<file path="config.mk">
export PLATFORM = sky130hd
export DESIGN_NAME = crossing_scheduler
export DESIGN_NICKNAME = d
export VERILOG_FILES = /design/src/rtl/crossing_pkg.sv /design/src/rtl/rr_arbiter.sv /design/src/rtl/crossing_scheduler.sv
export SDC_FILE = /design/constraint.sdc
export NUM_CORES = 1
export LEC_CHECK = 0
export ABC_AREA = 1
export ABC_CLOCK_PERIOD_IN_PS = 2100
export CAP_MARGIN = 5
export CORE_ASPECT_RATIO = 0.7
export CORE_MARGIN = 2
export CORE_UTILIZATION = 49
export DETAILED_ROUTE_END_ITERATION = 12
export GPL_ROUTABILITY_DRIVEN = 0
export PLACE_DENSITY = 0.82
export SKIP_CTS_REPAIR_TIMING = 1
export SLEW_MARGIN = 20
export SYNTH_ARGS = -nofsm -noshare
export SYNTH_HDL_FRONTEND = slang
export SYNTH_SLANG_ARGS = --single-unit
</file>
<file path="constraint.sdc">
create_clock -name clk -period 2.1 [get_ports clk]
set_input_delay 0.315 -clock clk [delete_from_list [all_inputs] [get_ports clk]]
set_output_delay 0.315 -clock clk [all_outputs]
set_load 0.02 [all_outputs]
</file>
<file path="src/rtl/crossing_pkg.sv">
// Shared types and default phase durations for the crossing scheduler.
package crossing_pkg;

  typedef enum logic [2:0] {
    VGREEN,
    VYELLOW,
    ALLRED,
    WALK,
    PCLEAR
  } phase_t;

  localparam int unsigned DefNReq  = 4;
  localparam int unsigned DefTw    = 25;
  localparam int unsigned DefTVmin = 8;
  localparam int unsigned DefTYel  = 3;
  localparam int unsigned DefTClr  = 2;
  localparam int unsigned DefTWalk = 5;
  localparam int unsigned DefTPclr = 4;

endpackage

</file>
<file path="src/rtl/rr_arbiter.sv">
// Combinational round-robin picker: first set bit of pending at or after ptr+1, wrapping.
module rr_arbiter #(
  parameter int unsigned N_REQ = 4,
  localparam int unsigned IW = $clog2(N_REQ)
) (
  input  logic [N_REQ-1:0] pending,
  input  logic [IW-1:0]    ptr,
  output logic [IW-1:0]    gnt_idx,
  output logic             valid
);

  always_comb begin
    int unsigned idx;
    idx     = 0;
    gnt_idx = '0;
    valid   = 1'b0;
    for (int unsigned off = 1; off <= N_REQ; off++) begin
      idx = (32'(ptr) + off) % N_REQ;
      if (!valid && pending[idx]) begin
        valid   = 1'b1;
        gnt_idx = IW'(idx);
      end
    end
  end

endmodule

</file>
<file path="src/rtl/crossing_scheduler.sv">
// Round-robin pedestrian crossing scheduler driving one vehicle head and N_REQ walk lamps.
module crossing_scheduler
  import crossing_pkg::*;
#(
  parameter int unsigned N_REQ  = DefNReq,
  parameter int unsigned TW     = DefTw,
  parameter int unsigned T_VMIN = DefTVmin,
  parameter int unsigned T_YEL  = DefTYel,
  parameter int unsigned T_CLR  = DefTClr,
  parameter int unsigned T_WALK = DefTWalk,
  parameter int unsigned T_PCLR = DefTPclr
) (
  input  logic             clk,
  input  logic             reset_n,
  input  logic [N_REQ-1:0] req,
  output logic             veh_g,
  output logic             veh_y,
  output logic             veh_r,
  output logic [N_REQ-1:0] ped_walk,
  output logic [N_REQ-1:0] ped_flash,
  output logic [N_REQ-1:0] ack,
  output logic [N_REQ-1:0] pending
);

  localparam int unsigned IW = $clog2(N_REQ);

  function automatic logic [TW-1:0] dur_load(input int unsigned d);
    return TW'(d - 1);
  endfunction

  phase_t           state_q, state_d;
  logic [TW-1:0]    tmr_q, tmr_d;
  logic [N_REQ-1:0] pending_q, pending_d;
  logic [IW-1:0]    gnt_q, ptr_q;
  logic [IW-1:0]    arb_idx;
  logic             arb_valid;
  logic             expired;
  logic             grant;
  logic [N_REQ-1:0] gnt_oh;
  logic [N_REQ-1:0] walk_mask;

  assign expired = (tmr_q == '0);
  assign gnt_oh  = N_REQ'(1) << gnt_q;

  rr_arbiter #(
    .N_REQ(N_REQ)
  ) u_arb (
    .pending(pending_q),
    .ptr    (ptr_q),
    .gnt_idx(arb_idx),
    .valid  (arb_valid)
  );

  always_comb begin
    state_d = state_q;
    tmr_d   = expired ? '0 : tmr_q - TW'(1);
    grant   = 1'b0;
    case (state_q)
      VGREEN: begin
        if (expired && |pending_q) begin
          state_d = VYELLOW;
          tmr_d   = dur_load(T_YEL);
        end
      end
      VYELLOW: begin
        if (expired) begin
          state_d = ALLRED;
          tmr_d   = dur_load(T_CLR);
        end
      end
      ALLRED: begin
        if (expired) begin
          state_d = WALK;
          tmr_d   = dur_load(T_WALK);
          grant   = arb_valid;
        end
      end
      WALK: begin
        if (expired) begin
          state_d = PCLEAR;
          tmr_d   = dur_load(T_PCLR);
        end
      end
      PCLEAR: begin
        if (expired) begin
          state_d = VGREEN;
          tmr_d   = dur_load(T_VMIN);
        end
      end
      default: begin
        state_d = VGREEN;
        tmr_d   = dur_load(T_VMIN);
      end
    endcase
  end

  // The granted button is masked while its crossing is being served; the grant clear wins.
  always_comb begin
    walk_mask = (state_q == WALK || state_q == PCLEAR) ? gnt_oh : '0;
    pending_d = pending_q | (req & ~walk_mask);
    if (grant) begin
      pending_d[arb_idx] = 1'b0;
    end
  end

  always_ff @(posedge clk or negedge reset_n) begin
    if (!reset_n) begin
      state_q   <= VGREEN;
      tmr_q     <= dur_load(T_VMIN);
      pending_q <= '0;
      gnt_q     <= '0;
      ptr_q     <= IW'(N_REQ - 1);
    end else begin
      state_q   <= state_d;
      tmr_q     <= tmr_d;
      pending_q <= pending_d;
      if (grant) begin
        gnt_q <= arb_idx;
        ptr_q <= arb_idx;
      end
    end
  end

  assign veh_g     = (state_q == VGREEN);
  assign veh_y     = (state_q == VYELLOW);
  assign veh_r     = (state_q == ALLRED) || (state_q == WALK) || (state_q == PCLEAR);
  assign ped_walk  = (state_q == WALK) ? gnt_oh : '0;
  assign ped_flash = (state_q == PCLEAR) ? gnt_oh : '0;
  assign ack       = (state_q == WALK && tmr_q == dur_load(T_WALK)) ? gnt_oh : '0;
  assign pending   = pending_q;

endmodule

</file>
# ---- Word-level counts from Yosys, hierarchy flattened
# Index checks and enable logic that the tools add are counted.
dict set report totals {
  regBits 36
  input_bits 6
}
dict set report classes {
  n_addsub 5
  n_lt_le_gt_ge 6
  n_eq_ne 10
  shifts 1
  mux 38
  bitwise_logic 5
  n_reduce_logical 16
}
# cell n
set op_table {}
lappend op_table {{$mux 25} 6}
lappend op_table {{$pmux 25 s5} 1}
lappend op_table {{$eq 25x3->1 const B} 1}
lappend op_table {{$logic_not 25->1} 1}
lappend op_table {{$sub 25x1->25 const B} 1}
lappend op_table {{$mux 4} 5}
lappend op_table {{$lt 2x3->1 const B} 5}
lappend op_table {{$mux 3} 5}
lappend op_table {{$pmux 3 s5} 1}
lappend op_table {{$mux 1} 11}
lappend op_table {{$and 4x4->4} 2}
lappend op_table {{$bmux 1 s2} 4}
lappend op_table {{$mux 2} 4}
lappend op_table {{$not 4->4} 2}
lappend op_table {{$eq 3x2->1 const B} 2}
lappend op_table {{$logic_and 1x1->1} 6}
lappend op_table {{$ne 2x2->1 const B} 3}
lappend op_table {{$reduce_and 5->1} 1}
lappend op_table {{$add 2x1->2 const B} 2}
lappend op_table {{$add 2x2->2 const B} 2}
lappend op_table {{$ne 2x1->1 const B} 2}
lappend op_table {{$or 4x4->4} 1}
lappend op_table {{$reduce_or 4->1} 1}
lappend op_table {{$shl 1x2->4 const A} 1}
lappend op_table {{7 further kinds} 11}

# ---- Depth between registers and ports, before layout
# Gate-level depths: netlist (run 1).
dict set report logic_depth {
  word_depth 20
  depth_mapped 13
  depth_no_buf 12
}

# ---- Cells and area by module
# Synthesis (run 1) repeated with hierarchy kept, for this count alone.
dict set report unflattened {
  cells_unflattened 345
  area_unflattened_um2 2449.8
}
# module n_inst cells_each area_each_um2 seq_area_each_um2
set modules_own_cells {}
lappend modules_own_cells {crossing_scheduler 1 293 2178.3 907.1}
lappend modules_own_cells {rr_arbiter 1 52 271.5 0.0}

# ---- Worst setup path before layout (run 1)
# OpenSTA, ideal clock, no wires.
dict set report synth_path {
  kind {register to output}
  startpoint {register tmr_q[17]}
  endpoint {output port ack[0]}
  arrival_ns 1.408
  required_time_ns 1.785
  path_slack_ns 0.377
  stages_incl_launch_ff 8
  path_buffers 0
  path_cell_list {dfrtp_1 -> nor2_2 -> nand3_2 -> nor2_2 -> nand2_2 -> inv_1 -> nand4_1 -> nor2_1}
}
dict set report synth_between {
  elab_chain_cells 3
}
# item line
set synth_lines {}
lappend synth_lines {{start, declared} crossing_scheduler.sv:32} ;# logic [TW-1:0] tmr_q, tmr_d;
lappend synth_lines {{start signal, assigned} crossing_scheduler.sv:109} ;# tmr_q <= dur_load(T_VMIN);
lappend synth_lines {{start signal, assigned} crossing_scheduler.sv:115} ;# tmr_q <= tmr_d;
lappend synth_lines {{$eq 25x3->1} crossing_scheduler.sv:129} ;# assign ack = (state_q == WALK && tmr_q == dur_load(T_WALK)) ? gnt_oh : '0;
lappend synth_lines {{$logic_and 1x1->1} crossing_scheduler.sv:129}
lappend synth_lines {{$mux 4} crossing_scheduler.sv:129}
lappend synth_lines {{end, declared} crossing_scheduler.sv:21} ;# output logic [N_REQ-1:0] ack,
# No other way between the ends.

# ---- Worst setup path after layout (run 1)
dict set report layout_path {
  startpoint {register tmr_q[18]}
  endpoint {output port ack[2]}
}
# Same word-level chain as after synthesis.

==> report_table.html, run 1 <==
<table>
<tr><th>Metric</th><th>Value</th></tr>
<tr><th colspan="2">Timing</th></tr>
<tr><td>Finish-stage setup viols</td><td>0</td></tr>
<tr><td>Worst clock skew on the final layout</td><td>about 4.3 ps</td></tr>
<tr><td>Unrepaired setup endpoints after global routing</td><td>yes</td></tr>
<tr><td>Pins over their slew limit</td><td>0</td></tr>
<tr><td>Actual transition at the worst max-transition pin</td><td>~800 ps</td></tr>
<tr><td>Final clock period utilization by the worst path</td><td>a little under 100%</td></tr>
<tr><td>Timing-limited maximum frequency</td><td>487 MHz</td></tr>
<tr><td>Final Critical Period</td><td>slightly above 2000 ps</td></tr>
<tr><td>Worst slew margin</td><td>a little under half</td></tr>
<tr><td>Final-report hold violation count</td><td>0</td></tr>
<tr><th colspan="2">Synth</th></tr>
<tr><td>Mean area per synthesized cell</td><td>~7.4 µm²</td></tr>
<tr><td>Distinct cell type count after synthesis</td><td>31</td></tr>
<tr><td>Post-Syn Instances</td><td>315</td></tr>
<tr><td>Area of the mapped netlist</td><td>~2300 µm²</td></tr>
<tr><td>Top_reg_cell synth</td><td>dfrtp_1</td></tr>
<tr><td>Seq cells post-synth</td><td>36</td></tr>
<tr><td>Post-synthesis net count</td><td>about 320</td></tr>
<tr><td>Count of warnings emitted by yosys</td><td>0</td></tr>
<tr><td>Register area share after synthesis</td><td>~39%</td></tr>
<tr><td>Number of enable-type register cells in the synthesized netlist</td><td>0</td></tr>
<tr><td>Ys async rst share</td><td>100%</td></tr>
<tr><th colspan="2">Clock network</th></tr>
<tr><td>TritonCTS clock tree</td><td>built</td></tr>
<tr><td>Longest Clk Path Bufs</td><td>2</td></tr>
<tr><td>Clock latency of the later-clocked register in the worst-skew pair</td><td>about 290 ps</td></tr>
<tr><td>Number of buffers added by the clock tree synthesis step</td><td>5</td></tr>
<tr><td>CTS sink count</td><td>36</td></tr>
<tr><td>Clock root cell</td><td>clkbuf_8</td></tr>
<tr><td>Clock-pin slew on the worst setup and hold paths</td><td>70 ps</td></tr>
<tr><td>Number of H-tree branching levels</td><td>2</td></tr>
<tr><th colspan="2">Global routing</th></tr>
<tr><td>Number of global-route vias before repair</td><td>between 1,500 and 2,000</td></tr>
<tr><td>GRT overflow</td><td>0</td></tr>
<tr><td>Global-route usage over all layers</td><td>between 20% and 30%</td></tr>
<tr><td>Pin count of the biggest net entering global routing</td><td>37</td></tr>
<tr><td>Initial antenna violation count</td><td>0</td></tr>
<tr><td>Global-route wire length before repair</td><td>~9000 µm</td></tr>
<tr><th colspan="2">Detailed routing</th></tr>
<tr><td>Detailed-routing iteration count for the pre-antenna-repair pass</td><td>4</td></tr>
<tr><td>Residual DRC</td><td>0</td></tr>
<tr><td>Wire per inst</td><td>between 10 and 15 µm</td></tr>
<tr><td>Post-route antenna net violation count</td><td>0</td></tr>
<tr><td>Via total after detailed routing</td><td>~2,200</td></tr>
<tr><td>Drt first-iter violations</td><td>162</td></tr>
<tr><td>Aggregate routed wire length</td><td>between 5000 and 6000 µm</td></tr>
<tr><td>Post-DR vias/cell</td><td>just over 5</td></tr>
<tr><th colspan="2">Critical path</th></tr>
<tr><td>Capture instance of the worst register-to-register path</td><td>state_q[2]$_DFFE_PN0P_</td></tr>
<tr><td>Register-to-register setup slack</td><td>~210 ps</td></tr>
<tr><td>Worst Setup End Kind</td><td>primary output</td></tr>
<tr><td>Slowest-stage cell, CP</td><td>dfrtp_1</td></tr>
<tr><td>Data required time of the worst path</td><td>1780 ps</td></tr>
<tr><td>Kind of launch point of the worst setup path</td><td>register</td></tr>
<tr><td>Stage delay of the slowest cell on the critical path</td><td>around 400 ps</td></tr>
<tr><td>Crit path kind</td><td>register to primary output</td></tr>
<tr><td>Ordered cell list for the critical path</td><td>nor2_2 -&gt; nand3_2 -&gt; nor2_4 -&gt; nand2_4 -&gt; inv_2 -&gt; nand4_1 -&gt; nor2_1 -&gt; clkbuf_2</td></tr>
<tr><td>Max FO, Critical Path</td><td>4</td></tr>
<tr><td>Worst-case reg-to-reg path depth</td><td>10</td></tr>
<tr><td>Launch point of the worst reg-to-reg path</td><td>tmr_q[0]$_DFF_PN1_</td></tr>
<tr><td>WP data arrival</td><td>approximately 1700 ps</td></tr>
<tr><th colspan="2">Cells and area</th></tr>
<tr><td>Non-filler instance count after layout</td><td>around 430</td></tr>
<tr><td>Area of the multi-input gates</td><td>1290 µm²</td></tr>
<tr><td>Final antenna diode count</td><td>0</td></tr>
<tr><td>P&amp;R area growth vs syn</td><td>26.3%</td></tr>
<tr><td>Final-stage net count</td><td>378</td></tr>
<tr><td>Most frequent standard cell in the layout excluding fill and tap cells</td><td>nor2_1</td></tr>
<tr><td>Fill cell total of the finished layout</td><td>between 300 and 400</td></tr>
<tr><td>Area occupied by registers</td><td>about 910 µm²</td></tr>
<tr><td>Post-layout instance area</td><td>just under 3000 µm²</td></tr>
<tr><td>Top library cells by usage in the layout, fill and taps aside</td><td>nor2_1 (63), nand2_1 (61), inv_1 (34), dfrtp_1 (31), buf_4 (29)</td></tr>
<tr><td>Ratio of cells with drive above 1 in the final layout</td><td>around a quarter</td></tr>
<tr><th colspan="2">Job</th></tr>
<tr><td>Max-cap check violation count</td><td>0</td></tr>
<tr><th colspan="2">Floorplan</th></tr>
<tr><td>Number of rows created at floorplan</td><td>21</td></tr>
<tr><td>Number of primary I/O pins</td><td>25</td></tr>
<tr><td>Area of the core</td><td>between 4000 and 5000 µm²</td></tr>
<tr><td>Die boundary width</td><td>approximately 87 µm</td></tr>
<tr><td>Die footprint</td><td>5370 µm²</td></tr>
<tr><td>Die Y-Extent</td><td>~62 µm</td></tr>
<tr><td>Initial core utilization</td><td>between 40% and 50%</td></tr>
<tr><th colspan="2">Place</th></tr>
<tr><td>Count of buffers from port buffering</td><td>24</td></tr>
<tr><td>Number of placed instances, taps included</td><td>about 420</td></tr>
<tr><td>Detailed-placement wirelength estimate</td><td>roughly 4200 µm</td></tr>
<tr><td>Post-placement cell area</td><td>2820 µm²</td></tr>
<tr><th colspan="2">Pwr</th></tr>
<tr><td>Worst vdd ir</td><td>0.596 mV</td></tr>
<tr><td>Areal power density over the cells</td><td>around 860 nW/µm²</td></tr>
<tr><td>Total leakage power</td><td>1.62 nW</td></tr>
<tr><th colspan="2">Hold path</th></tr>
<tr><td>Path category of the worst min-delay check</td><td>primary input to asynchronous set/reset pin</td></tr>
<tr><th colspan="2">Run status</th></tr>
<tr><td>Outcome</td><td>finished, final reports clean</td></tr>
</table>
final cells by class:
class | instances | area share [%]
Clock buffer | 8 | 3.38
Inverter | 40 | 5.23
Multi-Input combinational cell | 237 | 43.6
Sequential cell | 36 | 30.6
Tap cell | 57 | 2.41
Timing Repair Buffer | 50 | 14.8
sequential cells by signal, summed over array words and instances (netlist names):
signal	flops
tmr_q	25
ptr_q	2
pending	4
gnt_q	2
state_q	3
cells by family (layout without fill, tap and decap cells):
| family | after synthesis | in the layout | synth area share [%] |
|---|---|---|---|
| compound gates | 28 | 28 | 6.67 |
| xor+xnor | 17 | 17 | 6.35 |
| fa+ha+maj | 2 | 2 | 1.07 |
| buf+inv | 42 | 98 | 7.31 |
| flops | 36 | 36 | 38.7 |
| simple gates | 190 | 190 | 39.9 |
cells in the mapped netlist (all sizes together) (5+ instances only):
library cell / instances / share of area [%]
nand4: 9 / 2.4
nand2: 77 / 14
nand3: 18 / 5.0
a21oi: 12 / 2.6
dfstp: 5 / 5.6
xor2: 12 / 4.5
o21ai: 14 / 3.3
xnor2: 5 / 1.9
dfrtp: 31 / 33
nor3: 8 / 2.4
nor2: 76 / 15
inv: 39 / 6.2
metal layers:
layer | vias to the layer above | wire length [µm] | global-route usage (%)
li1 | 1100 | - | -
met1 | 1023 | 2920 | 34.2
met2 | 55 | 2490 | 31.8
met3 | 8 | 311 | 5.42
met4 | 0 | 64 | 6.03
met5 | - | 0 | 0
how the worst max path moves through the flow:
| stage | start | end | slack (ps) | cells after the start |
|---|---|---|---|---|
| 6_report | tmr_q[18]$_DFF_PN0_ | ack[2] | 50 | 8 |
| 5_1_grt | tmr_q[21]$_DFF_PN0_ | ack[2] | -120 | 8 |
| 4_1_cts | tmr_q[17]$_DFF_PN0_ | ack[3] | -460 | 8 |
| 3_5_place_dp | tmr_q[17]$_DFF_PN0_ | ack[3] | -130 | 8 |
| 3_3_place_gp | tmr_q[17]$_DFF_PN0_ | ack[3] | -80 | 8 |
| 2_1_floorplan | tmr_q[17]$_DFF_PN0_ | ack[0] | 380 | 7 |
critical path: cells and delay by family (launching register included):
kind | cells | cell delay [ps]
buf+inv | 2 | 250
flops | 1 | 400
simple gates | 6 | 790
where the power goes:
part           internal, mW  switching (mW)
clock network         0.300           0.257
registers             0.884           0.157
logic                 0.439           0.523
per-stage QoR:
stage          setup WS (ps)  util [%]  hold WS, ps  setup TNS, ps  power (mW)
4_1_cts                 -457      62.2          132          -3910        2.53
3_3_place_gp           -78.3      60.0          443           -288        1.95
6_report                48.7      63.0          106              0        2.56
2_1_floorplan            377         -         19.4              0        1.60
3_5_place_dp            -126      60.0          446           -488        1.97
5_1_grt                 -118      63.0          163           -280        2.73
Note: power is estimated with default switching activity, not from simulation.
==> run 2: changes to the inputs <==
Settings changed: CTS_BUF_LIST from default to sky130_fd_sc_hd__clkbuf_8, GPL_ROUTABILITY_DRIVEN 0 to default, SKIP_CTS_REPAIR_TIMING 1 to default.
==> report_table.html, run 2 (synthesized netlist as in run 1, its figures left out) <==
<table>
<tr><th>Metric</th><th>Value</th></tr>
<tr><th colspan="2">Global routing</th></tr>
<tr><td>Number of global-route vias before repair</td><td>1,919 (was 1,913)</td></tr>
<tr><td>GRT overflow</td><td>0 (unchanged)</td></tr>
<tr><td>Initial antenna violation count</td><td>0 (unchanged)</td></tr>
<tr><td>Pin count of the biggest net entering global routing</td><td>37 (unchanged)</td></tr>
<tr><td>Global-route wire length before repair</td><td>9250 µm (was 9200 µm)</td></tr>
<tr><td>Global-route usage over all layers</td><td>22.6% (was 22.4%)</td></tr>
<tr><th colspan="2">Critical path</th></tr>
<tr><td>Data required time of the worst path</td><td>1780 ps (about the same)</td></tr>
<tr><td>Ordered cell list for the critical path</td><td>nor2_2 -&gt; nand3_2 -&gt; nor2_4 -&gt; nand2_4 -&gt; inv_2 -&gt; nand4_1 -&gt; nor2_1 -&gt; buf_4 (was nor2_2 -&gt; nand3_2 -&gt; nor2_4 -&gt; nand2_4 -&gt; inv_2 -&gt; nand4_1 -&gt; nor2_1 -&gt; clkbuf_2)</td></tr>
<tr><td>Crit path kind</td><td>register to primary output (unchanged)</td></tr>
<tr><td>WP data arrival</td><td>1710 ps (was 1740 ps)</td></tr>
<tr><td>Max FO, Critical Path</td><td>4 (unchanged)</td></tr>
<tr><td>Worst Setup End Kind</td><td>primary output (unchanged)</td></tr>
<tr><td>Slowest-stage cell, CP</td><td>dfrtp_1 (unchanged)</td></tr>
<tr><td>Launch point of the worst reg-to-reg path</td><td>tmr_q[0]$_DFF_PN1_ (unchanged)</td></tr>
<tr><td>Kind of launch point of the worst setup path</td><td>register (unchanged)</td></tr>
<tr><td>Critical path launch point</td><td>tmr_q[18]$_DFF_PN0_ (unchanged)</td></tr>
<tr><td>Stage delay of the slowest cell on the critical path</td><td>400 ps (about the same)</td></tr>
<tr><th colspan="2">Clock network</th></tr>
<tr><td>Clock latency of the later-clocked register in the worst-skew pair</td><td>290 ps (about the same)</td></tr>
<tr><td>Number of H-tree branching levels</td><td>2 (unchanged)</td></tr>
<tr><td>Clock-pin slew on the worst setup and hold paths</td><td>70 ps (about the same)</td></tr>
<tr><td>CTS sink count</td><td>36 (unchanged)</td></tr>
<tr><td>Longest Clk Path Bufs</td><td>2 (unchanged)</td></tr>
<tr><td>Clock root cell</td><td>clkbuf_8 (unchanged)</td></tr>
<tr><td>Number of buffers added by the clock tree synthesis step</td><td>5 (unchanged)</td></tr>
<tr><td>TritonCTS clock tree</td><td>built (unchanged)</td></tr>
<tr><th colspan="2">Timing</th></tr>
<tr><td>Actual transition at the worst max-transition pin</td><td>791 ps (was 803 ps)</td></tr>
<tr><td>Final Critical Period</td><td>2030 ps (was 2050 ps)</td></tr>
<tr><td>Unrepaired setup endpoints after global routing</td><td>yes (unchanged)</td></tr>
<tr><td>Final clock period utilization by the worst path</td><td>96.6% (was 97.7%)</td></tr>
<tr><td>Worst slack on hold paths</td><td>106 ps (about the same)</td></tr>
<tr><td>Final setup margin</td><td>72.3 ps (was 48.7 ps)</td></tr>
<tr><td>Timing-limited maximum frequency</td><td>493 MHz (was 487 MHz)</td></tr>
<tr><td>Pins over their slew limit</td><td>0 (unchanged)</td></tr>
<tr><td>Worst slew margin</td><td>47.2% (was 46.5%)</td></tr>
<tr><td>Finish-stage setup viols</td><td>0 (unchanged)</td></tr>
<tr><td>Final-report hold violation count</td><td>0 (unchanged)</td></tr>
<tr><td>Worst clock skew on the final layout</td><td>4.35 ps (was 4.29 ps)</td></tr>
<tr><th colspan="2">Place</th></tr>
<tr><td>Count of buffers from port buffering</td><td>24 (unchanged)</td></tr>
<tr><td>Worst slack after detailed placement</td><td>-126 ps (unchanged)</td></tr>
<tr><td>Post-placement cell area</td><td>2820 µm² (unchanged)</td></tr>
<tr><td>Detailed-placement wirelength estimate</td><td>4150 µm (unchanged)</td></tr>
<tr><td>Placer congestion estimate</td><td>0.810</td></tr>
<tr><th colspan="2">Cells and area</th></tr>
<tr><td>Final-stage net count</td><td>378 (unchanged)</td></tr>
<tr><td>Post-layout instance area</td><td>2940 µm² (was 2960 µm²)</td></tr>
<tr><td>Ratio of cells with drive above 1 in the final layout</td><td>25.3% (was 24.8%)</td></tr>
<tr><td>P&amp;R area growth vs syn</td><td>25.4% (was 26.3%)</td></tr>
<tr><td>Most frequent standard cell in the layout excluding fill and tap cells</td><td>nor2_1 (unchanged)</td></tr>
<tr><td>Final antenna diode count</td><td>0 (unchanged)</td></tr>
<tr><td>Most flop-heavy register</td><td>tmr_q (unchanged)</td></tr>
<tr><td>Flip-flop count of the largest register after layout</td><td>25 (unchanged)</td></tr>
<tr><td>Top library cells by usage in the layout, fill and taps aside</td><td>nor2_1 (62), nand2_1 (61), inv_1 (34), dfrtp_1 (31), buf_4 (30) (was nor2_1 (63), nand2_1 (61), inv_1 (34), dfrtp_1 (31), buf_4 (29))</td></tr>
<tr><th colspan="2">Pwr</th></tr>
<tr><td>Net switching power of the design</td><td>929 µW (was 937 µW)</td></tr>
<tr><td>Total leakage power</td><td>1.50 nW (was 1.62 nW)</td></tr>
<tr><td>Portion of total power attributed to combinational logic</td><td>37.9% (was 37.6%)</td></tr>
<tr><td>Share of total power consumed by net switching</td><td>36.5% (was 36.6%)</td></tr>
<tr><td>Clock network power share</td><td>21.3% (was 21.7%)</td></tr>
<tr><td>Worst vdd ir</td><td>0.590 mV (was 0.596 mV)</td></tr>
<tr><td>Internal power of the cells</td><td>1.62 mW (about the same)</td></tr>
<tr><td>Areal power density over the cells</td><td>866 nW/µm² (was 864 nW/µm²)</td></tr>
<tr><td>Sequential share of power</td><td>40.9% (was 40.7%)</td></tr>
<tr><th colspan="2">Floorplan</th></tr>
<tr><td>Initial core utilization</td><td>49.9% (unchanged)</td></tr>
<tr><td>Number of primary I/O pins</td><td>25 (unchanged)</td></tr>
<tr><td>Area of the core</td><td>4700 µm² (unchanged)</td></tr>
<tr><td>Die Y-Extent</td><td>61.9 µm (unchanged)</td></tr>
<tr><td>Die boundary width</td><td>86.7 µm (unchanged)</td></tr>
<tr><td>Number of rows created at floorplan</td><td>21 (unchanged)</td></tr>
<tr><td>Die footprint</td><td>5370 µm² (unchanged)</td></tr>
<tr><th colspan="2">Job</th></tr>
<tr><td>Max-cap check violation count</td><td>0 (unchanged)</td></tr>
<tr><th colspan="2">Detailed routing</th></tr>
<tr><td>Aggregate routed wire length</td><td>5680 µm (was 5780 µm)</td></tr>
<tr><td>Post-route antenna net violation count</td><td>0 (unchanged)</td></tr>
<tr><td>Via total after detailed routing</td><td>2,169 (was 2,186)</td></tr>
<tr><td>Detailed-routing iteration count for the pre-antenna-repair pass</td><td>4 (unchanged)</td></tr>
<tr><td>Residual DRC</td><td>0 (unchanged)</td></tr>
<tr><td>Drt first-iter violations</td><td>170 (was 162)</td></tr>
<tr><td>Wire per inst</td><td>13.3 µm (was 13.5 µm)</td></tr>
<tr><td>Post-DR vias/cell</td><td>5.07 (was 5.11)</td></tr>
<tr><th colspan="2">Hold path</th></tr>
<tr><td>Path category of the worst min-delay check</td><td>primary input to asynchronous set/reset pin (unchanged)</td></tr>
<tr><th colspan="2">Run status</th></tr>
<tr><td>Outcome</td><td>finished, final reports clean (unchanged)</td></tr>
</table>
run 2: cell types whose count changed in the layout (fill, tap and decap cells not counted), sizes merged:
cell | previous run | this run
dlygate4sd2 | 0 | 9
dlymetal6s2s | 10 | 1
buf | 30 | 31
clkbuf | 10 | 7
inv | 39 | 40
clkdlybuf4s15 | 0 | 1
run 2: metrics by stage:
stage	TNS, ps	power, mW	std cells	utilization [%]
after detailed placement	-488	1.97	419	60.0
after global routing	-253	2.73	428	62.5
after CTS	0	2.52	427	61.9
final	0	2.55	428	62.5
after floorplan	0	1.60	315	-
after global placement	-288	1.95	419	60.0
run 2: power groups by stage:
stage / clock [mW] / combinational, mW / sequential (mW)
final: 0.542 / 0.965 / 1.04
after global placement: 0 / 0.906 / 1.04
after floorplan: 0 / 0.546 / 1.05
after global routing: 0.591 / 1.07 / 1.07
after CTS: 0.548 / 0.934 / 1.04
after detailed placement: 0 / 0.924 / 1.05
run 2: worst max-delay path: cells and delay by family, from the launching register on:
family,cells,cell delay [ps]
AND/OR/NAND/NOR,6,800
buffers and inverters,2,220
flip-flops,1,400
run 2: per-layer routing:
| layer | track usage (%) | routed length, µm | up-vias |
|---|---|---|---|
| met3 | 5.55 | 376 | 11 |
| met4 | 6.03 | 78 | 0 |
| met1 | 34.3 | 2790 | 995 |
| li1 | - | - | 1100 |
| met5 | 0 | 0 | - |
| met2 | 32.3 | 2440 | 63 |
run 2: path summary, 6_finish.rpt:
kind | cells past startpoint | to | slack [ps]
hold reg to reg | 2 | tmr_q[14]$_DFF_PN0_ | 540
min in group clk | 2 | tmr_q[14]$_DFF_PN0_ | 540
setup / recovery | 8 | ack[1] | 70
setup reg to reg | 10 | state_q[2]$_DFFE_PN0P_ | 240
max in group asynchronous | 1 | pending[1]$_DFF_PN0_ | 1500
hold / removal | 1 | tmr_q[14]$_DFF_PN0_ | 110
run 2: what timing repair did:
item                                    4_1_cts  5_1_grt
setup buffers                                 0        1
endpoints found under the setup margin       14        8
hold buffers                                  0        0
gates resized for setup                      33        9
pin swaps                                     0        5
gates cloned                                  0        0
run 2: cell type report:
| type | count | area (µm²) |
|---|---|---|
| Clock buffer | 7 | 96.3 |
| Clock inverter | 1 | 3.75 |
| Fill cell | 392 | 1760 |
| Inverter | 40 | 155 |
| Multi-Input combinational cell | 237 | 1290 |
| Sequential cell | 36 | 907 |
| Tap cell | 57 | 71.3 |
| Timing Repair Buffer | 50 | 413 |
